### config.mk
export PLATFORM = sky130hd
export DESIGN_NAME = freqdiv_sched_ctrl
export DESIGN_NICKNAME = d
export VERILOG_FILES = /design/src/rtl/freqdiv_sched_ctrl.sv
export SDC_FILE = /design/constraint.sdc
export NUM_CORES = 1
export LEC_CHECK = 0
export CELL_PAD_IN_SITES_DETAIL_PLACEMENT = 0
export CELL_PAD_IN_SITES_GLOBAL_PLACEMENT = 2
export CORE_ASPECT_RATIO = 2
export CORE_MARGIN = 2
export CORE_UTILIZATION = 40
export CTS_CLUSTER_DIAMETER = 120
export DETAILED_ROUTE_END_ITERATION = 10
export GPL_TIMING_DRIVEN = 0
export PLACE_DENSITY = 0.87
export REMOVE_ABC_BUFFERS = 1
export SYNTH_ARGS = -nofsm -noshare
export SYNTH_HDL_FRONTEND = slang
export SYNTH_SLANG_ARGS = --single-unit
### constraint.sdc
create_clock -name clk_in -period 6.33 [get_ports clk_in]
set_clock_uncertainty 0.1 [all_clocks]
set_input_delay 1.5825 -clock clk_in [delete_from_list [all_inputs] [get_ports clk_in]]
set_output_delay 1.5825 -clock clk_in [all_outputs]
set_load 0.03 [all_outputs]
### src/rtl/freqdiv_sched_ctrl.sv
// freqdiv_sched_ctrl: runtime-programmable multi-channel integer clock divider.
// Ratio/enable changes arrive on a valid/ready port and are applied only at the
// target channel's period boundary, so a divided clock never shows a runt pulse.
// A restarted channel can optionally be phase-aligned to channel 0.
module freqdiv_sched_ctrl #(
   parameter int NCH     = 4,
   parameter int DW      = 8,
   parameter int DEF_DIV = 2,
   localparam int CHW    = (NCH > 1) ? $clog2(NCH) : 1
) (
   input  logic           clk_in,
   input  logic           rst,
   input  logic           cfg_valid,
   output logic           cfg_ready,
   input  logic [CHW-1:0] cfg_ch,
   input  logic [DW-1:0]  cfg_div,
   input  logic           cfg_en,
   input  logic           cfg_align,
   output logic           cfg_done,
   output logic           cfg_err,
   output logic [NCH-1:0] div_out,
   output logic [NCH-1:0] div_tick
);

   typedef enum logic [1:0] {S_IDLE, S_WAIT_BND, S_ALIGN, S_DONE} state_t;

   state_t         state_q, state_d;

   // Latched request
   logic [CHW-1:0] req_ch_q;
   logic [DW-1:0]  req_div_q;
   logic           req_en_q;
   logic           req_align_q;
   logic           err_q;

   // Per-channel state and its next value
   logic [NCH-1:0] en_q, en_d;
   logic [NCH-1:0] hold_q, hold_d;
   logic [DW-1:0]  div_q [NCH];
   logic [DW-1:0]  div_d [NCH];
   logic [DW-1:0]  cnt_q [NCH];
   logic [DW-1:0]  cnt_d [NCH];
   logic [NCH-1:0] out_d, tick_d;

   logic           bad_req, accept, reject, apply, align_rel;
   logic           tgt_bnd, align_path;

   // Last cycle of a period: the only comparison the counters ever need.
   function automatic logic is_last(input logic [DW-1:0] cnt, input logic [DW-1:0] dv);
      return cnt == dv - DW'(1);
   endfunction

   assign bad_req    = (cfg_div < DW'(2)) || (int'(cfg_ch) >= NCH);
   assign tgt_bnd    = !en_q[req_ch_q] || is_last(cnt_q[req_ch_q], div_q[req_ch_q]);
   // Channel 0 is the phase reference, so asking it to align to itself is a plain restart.
   assign align_path = req_en_q && req_align_q && (req_ch_q != '0);

   assign cfg_ready = (state_q == S_IDLE);
   assign cfg_done  = (state_q == S_DONE);
   assign cfg_err   = err_q;

   // Sequencer state register.
   always_ff @(posedge clk_in or negedge rst) begin
      if (!rst) state_q <= S_IDLE;
      else      state_q <= state_d;
   end

   // Sequencer next state: accept/reject, wait for boundary, optional alignment hold.
   always_comb begin
      state_d   = state_q;
      accept    = 1'b0;
      reject    = 1'b0;
      apply     = 1'b0;
      align_rel = 1'b0;
      case (state_q)
         S_IDLE: begin
            if (cfg_valid) begin
               if (bad_req) begin
                  reject = 1'b1;
               end else begin
                  accept  = 1'b1;
                  state_d = S_WAIT_BND;
               end
            end
         end
         S_WAIT_BND: begin
            if (tgt_bnd) begin
               apply   = 1'b1;
               state_d = align_path ? S_ALIGN : S_DONE;
            end
         end
         S_ALIGN: begin
            // div_tick[0] marks channel 0's last cycle; a stopped channel 0 gives nothing to wait for.
            if (div_tick[0] || !en_q[0]) begin
               align_rel = 1'b1;
               state_d   = S_DONE;
            end
         end
         S_DONE:  state_d = S_IDLE;
         default: state_d = S_IDLE;
      endcase
   end

   // Capture the accepted request and produce the one-cycle reject pulse.
   always_ff @(posedge clk_in or negedge rst) begin
      if (!rst) begin
         req_ch_q    <= '0;
         req_div_q   <= '0;
         req_en_q    <= 1'b0;
         req_align_q <= 1'b0;
         err_q       <= 1'b0;
      end else begin
         err_q <= reject;
         if (accept) begin
            req_ch_q    <= cfg_ch;
            req_div_q   <= cfg_div;
            req_en_q    <= cfg_en;
            req_align_q <= cfg_align;
         end
      end
   end

   // Channel next-state: free-running count, boundary reload, alignment hold/release,
   // and output decode from the next counter so outputs line up with the counter.
   always_comb begin
      for (int c = 0; c < NCH; c++) begin
         en_d[c]   = en_q[c];
         div_d[c]  = div_q[c];
         hold_d[c] = 1'b0;
         if (en_q[c] && !hold_q[c])
            cnt_d[c] = is_last(cnt_q[c], div_q[c]) ? '0 : cnt_q[c] + DW'(1);
         else
            cnt_d[c] = div_q[c] - DW'(1);
         if (req_ch_q == CHW'(c)) begin
            if (apply) begin
               en_d[c]   = req_en_q;
               div_d[c]  = req_div_q;
               hold_d[c] = align_path;
               cnt_d[c]  = (req_en_q && !align_path) ? '0 : req_div_q - DW'(1);
            end else if (state_q == S_ALIGN) begin
               hold_d[c] = !align_rel;
               cnt_d[c]  = align_rel ? '0 : div_q[c] - DW'(1);
            end
         end
         out_d[c]  = en_d[c] && !hold_d[c] && (cnt_d[c] < (div_d[c] >> 1));
         tick_d[c] = en_d[c] && !hold_d[c] && is_last(cnt_d[c], div_d[c]);
      end
   end

   // Channel registers and flop-driven divided clocks/ticks.
   always_ff @(posedge clk_in or negedge rst) begin
      if (!rst) begin
         for (int c = 0; c < NCH; c++) begin
            div_q[c] <= DW'(DEF_DIV);
            cnt_q[c] <= DW'(DEF_DIV - 1);
         end
         en_q     <= '0;
         hold_q   <= '0;
         div_out  <= '0;
         div_tick <= '0;
      end else begin
         for (int c = 0; c < NCH; c++) begin
            div_q[c] <= div_d[c];
            cnt_q[c] <= cnt_d[c];
         end
         en_q     <= en_d;
         hold_q   <= hold_d;
         div_out  <= out_d;
         div_tick <= tick_d;
      end
   end

endmodule

==> impl_metrics.tcl, run 1 <==
set metrics [dict create \
    hold_depth 1 \
    fmax_mhz 173 \
    netlist_instances 980 \
    ys_seq_elements 95 \
    globalRouteTotalUtil_pct 28.2 \
    multiInputGateArea_sq_um 6120 \
    grt_busiest_layer "met2" \
    cts.sinks 95 \
    synthArstFlopShare_pct 100 \
    max_slew_margin_pct 7.18 \
    clk_pin_slew_ns 0.07 \
    routed_wl_um 32100 \
    cts_resized 0 \
    r2r_cells 17 \
    clockBufferDepth 2 \
    slowest_delay_ns 0.79 \
    wire_per_inst_um 25.7 \
    htree_num_levels 3 \
    setup_viol 0 \
    worst_setup_path_end_kind "flop" \
    yosysUniqueCellTypes 89 \
    grtUsageMet3_pct 3.47 \
    grt_max_degree 66 \
    hold_violations 0 \
    rows 77 \
    nets 1023 \
    seqCellArea_sq_um 2390 \
    coreArea_sq_um 22100 \
    fin_crit_ns 5.79 \
    ant_nets 0 \
    ys_seq_area_share_pct 26.6 \
    post_route_cells_drive_above_1_share_pct 9.78 \
    status "finished clean" \
    worst_setup_path_start_kind "flop" \
    chipWidth_um 110 \
    synth_edf_count 0 \
    vias_per_cell 6.36 \
    dp_hpwl_um 24400 \
    clk_latency_ns 0.37 \
    cp_slowest_cell "dfrtp_2" \
    synth_top_area_share_pct 24.3 \
    io_buffers 25 \
    required_ns 6.54 \
    die-height_um 216 \
    use_met1_pct 30.2 \
    ys.flop_type "dfrtp_1" \
    yosysTopAreaCell "dfrtp_1" \
    drt_pass1_iterations 5 \
    drcViolationCount 0 \
    hold_ws_ns 0.413 \
    initial_core_util_pct 40.6 \
    drtIter0Drc 479 \
    hold_path_class "flop to flop" \
    syn_area_sq_um 8960 \
    arrival_ns 5.99 \
    critPathTopFamily "compound AO/OA/AOI/OAI gates" \
    tritoncts "done" \
    dp.cells 1231 \
    grt_pass1_vias 8118 \
    cts_root_buf "clkbuf_16" \
    fillers 2125 \
    crit_fanout 27 \
    tightest_slew_ns 1.38 \
    syn_to_final_growth_pct 8.60 \
    max-cap-violations 0 \
    grt_remaining_overflow 0 \
    syn_avg_cell_area_sq_um 9.14 \
    cts_hold_buf 0 \
    vias 7932 \
    cts_buffers 9 \
    ys.warnings.count 0 \
    io_pins 26 \
    cp.buffers_inverters 3 \
    fp.dieArea_sq_um 23700 \
    grt_setup_unrepaired "no" \
    critical_path_depth 17 \
    cts_setup_buffers 0 \
    antenna_cells 0 \
    antenna_found_initial 0 \
    netlist_top_cells_area "dfrtp_1 24%, xnor2_1 6.5%, ha_1 5.9%" \
    finalNonFillerCells 1247 \
    drv_slew 0 \
    grt_util_met2_pct 47.7 \
    crit_type "flop to flop" \
    fin_crit_sh_pct 91.4 \
    grt_pass1_wl_um 49000 \
    globalplace.congestion 0.974 \
    crit_chain "mux4_2, inv_1, ha_1, xnor2_1, a211oi_1, o211ai_1, a211oi_4, o211ai_1, buf_4, buf_4, mux2i_1, ha_1, o21a_1, o21ai_0, a21oi_1, nor4_1, o31a_1" \
]
## layout make-up
type | instances | area share, %
multi-input combinational | 771 | 62.9
sequential | 95 | 24.6
tap | 276 | 3.55
timing repair buffer | 29 | 3.27
clock buffer | 10 | 2.46
inverter | 60 | 2.31
clock inverter | 6 | 0.939
## cells in the mapped netlist, types with 10 or more instances
| cell type | instances |
|---|---|
| ha_1 | 42 |
| mux4_2 | 16 |
| buf_2 | 10 |
| inv_1 | 58 |
| nand2b_1 | 12 |
| a21oi_1 | 31 |
| o211ai_1 | 11 |
| a31oi_1 | 14 |
| dfrtp_1 | 87 |
| xnor2_1 | 67 |
| nor2_1 | 76 |
| nor3_1 | 22 |
| mux2i_1 | 45 |
| o32ai_1 | 11 |
| nand2_1 | 83 |
| a211oi_1 | 11 |
| o21a_1 | 10 |
| xor2_1 | 40 |
| clkbuf_1 | 37 |
| xnor3_1 | 14 |
| o21ai_0 | 30 |
| o22ai_1 | 20 |
| mux2_2 | 22 |
| nand3_1 | 23 |
## stage by stage
stage	util (%)	worst slack, ns	area, sq um	setup TNS, ns
floorplan	-	0.807	8720	0
global placement	42.2	-0.524	9320	-22.32
detailed placement	42.6	0.216	9400	0
CTS	44.1	0.187	9730	0
global route	44.1	0.217	9730	0
finish	44.1	0.544	9730	0
## cell usage in the layout (no fill, tap or decap), drive strengths merged, types with 20 or more instances in the layout
master          n
a21oi          32
clkdlybuf4s50  24
dfrtp          87
ha             42
inv            60
mux2           23
mux2i          46
nand2          84
nand3          23
nor2           77
nor3           23
o21ai          34
o22ai          20
xnor2          67
xor2           40
## worst paths after layout
kind	startpoint	endpoint	slack, ns
worst max-delay path	req_ch_q[1]$_DFFE_PN0P_	div_out[2]$_DFF_PN0_	0.54
worst min-delay path	req_align_q$_DFFE_PN0P_	req_align_q$_DFFE_PN0P_	0.41
worst max register to register	req_ch_q[1]$_DFFE_PN0P_	div_out[2]$_DFF_PN0_	0.54
worst min register to register	req_align_q$_DFFE_PN0P_	req_align_q$_DFFE_PN0P_	0.41
max in group asynchronous	rst	cnt_q[16]$_DFF_PN1_	4.31
min in group asynchronous	rst	div_tick[2]$_DFF_PN0_	1.06
## flip-flops by register name, summed over array words and instances (netlist names)
signal and cells:
req_en_q 1, req_ch_q 2, req_align_q 1, div_tick 4
cfg_err 1, cnt_q 32, state_q 2, hold_q 4
en_q 4, div_q 32, req_div_q 8, div_out 4
## layer usage
layer	up-vias	share of wire, %
met5	-	0
met4	0	9.8
met3	133	4.8
met2	317	51
met1	3909	35
li1	3573	-
## logic make-up (layout without fill, tap and decap cells)
logic type / after synthesis / in the layout / synth area share [%]
compound gates: 224 / 224 / 19.0
xor+xnor: 125 / 125 / 15.0
fa+ha+maj: 42 / 42 / 5.87
buf+inv: 114 / 105 / 5.17
flops: 95 / 95 / 26.6
mux: 85 / 85 / 12.1
simple gates: 295 / 295 / 16.2
Power of run 1 is not shown: default switching activity piles up to over one toggle a cycle in this logic, so the estimate is an artifact.
==> run 2, diff against run 1 <==
- GPL_ROUTABILITY_DRIVEN: not set -> 0
==> results of run 2 <==
Final layout, timing and power as in run 1 (identical DEF).
Power of run 2 is left out for the same reason.
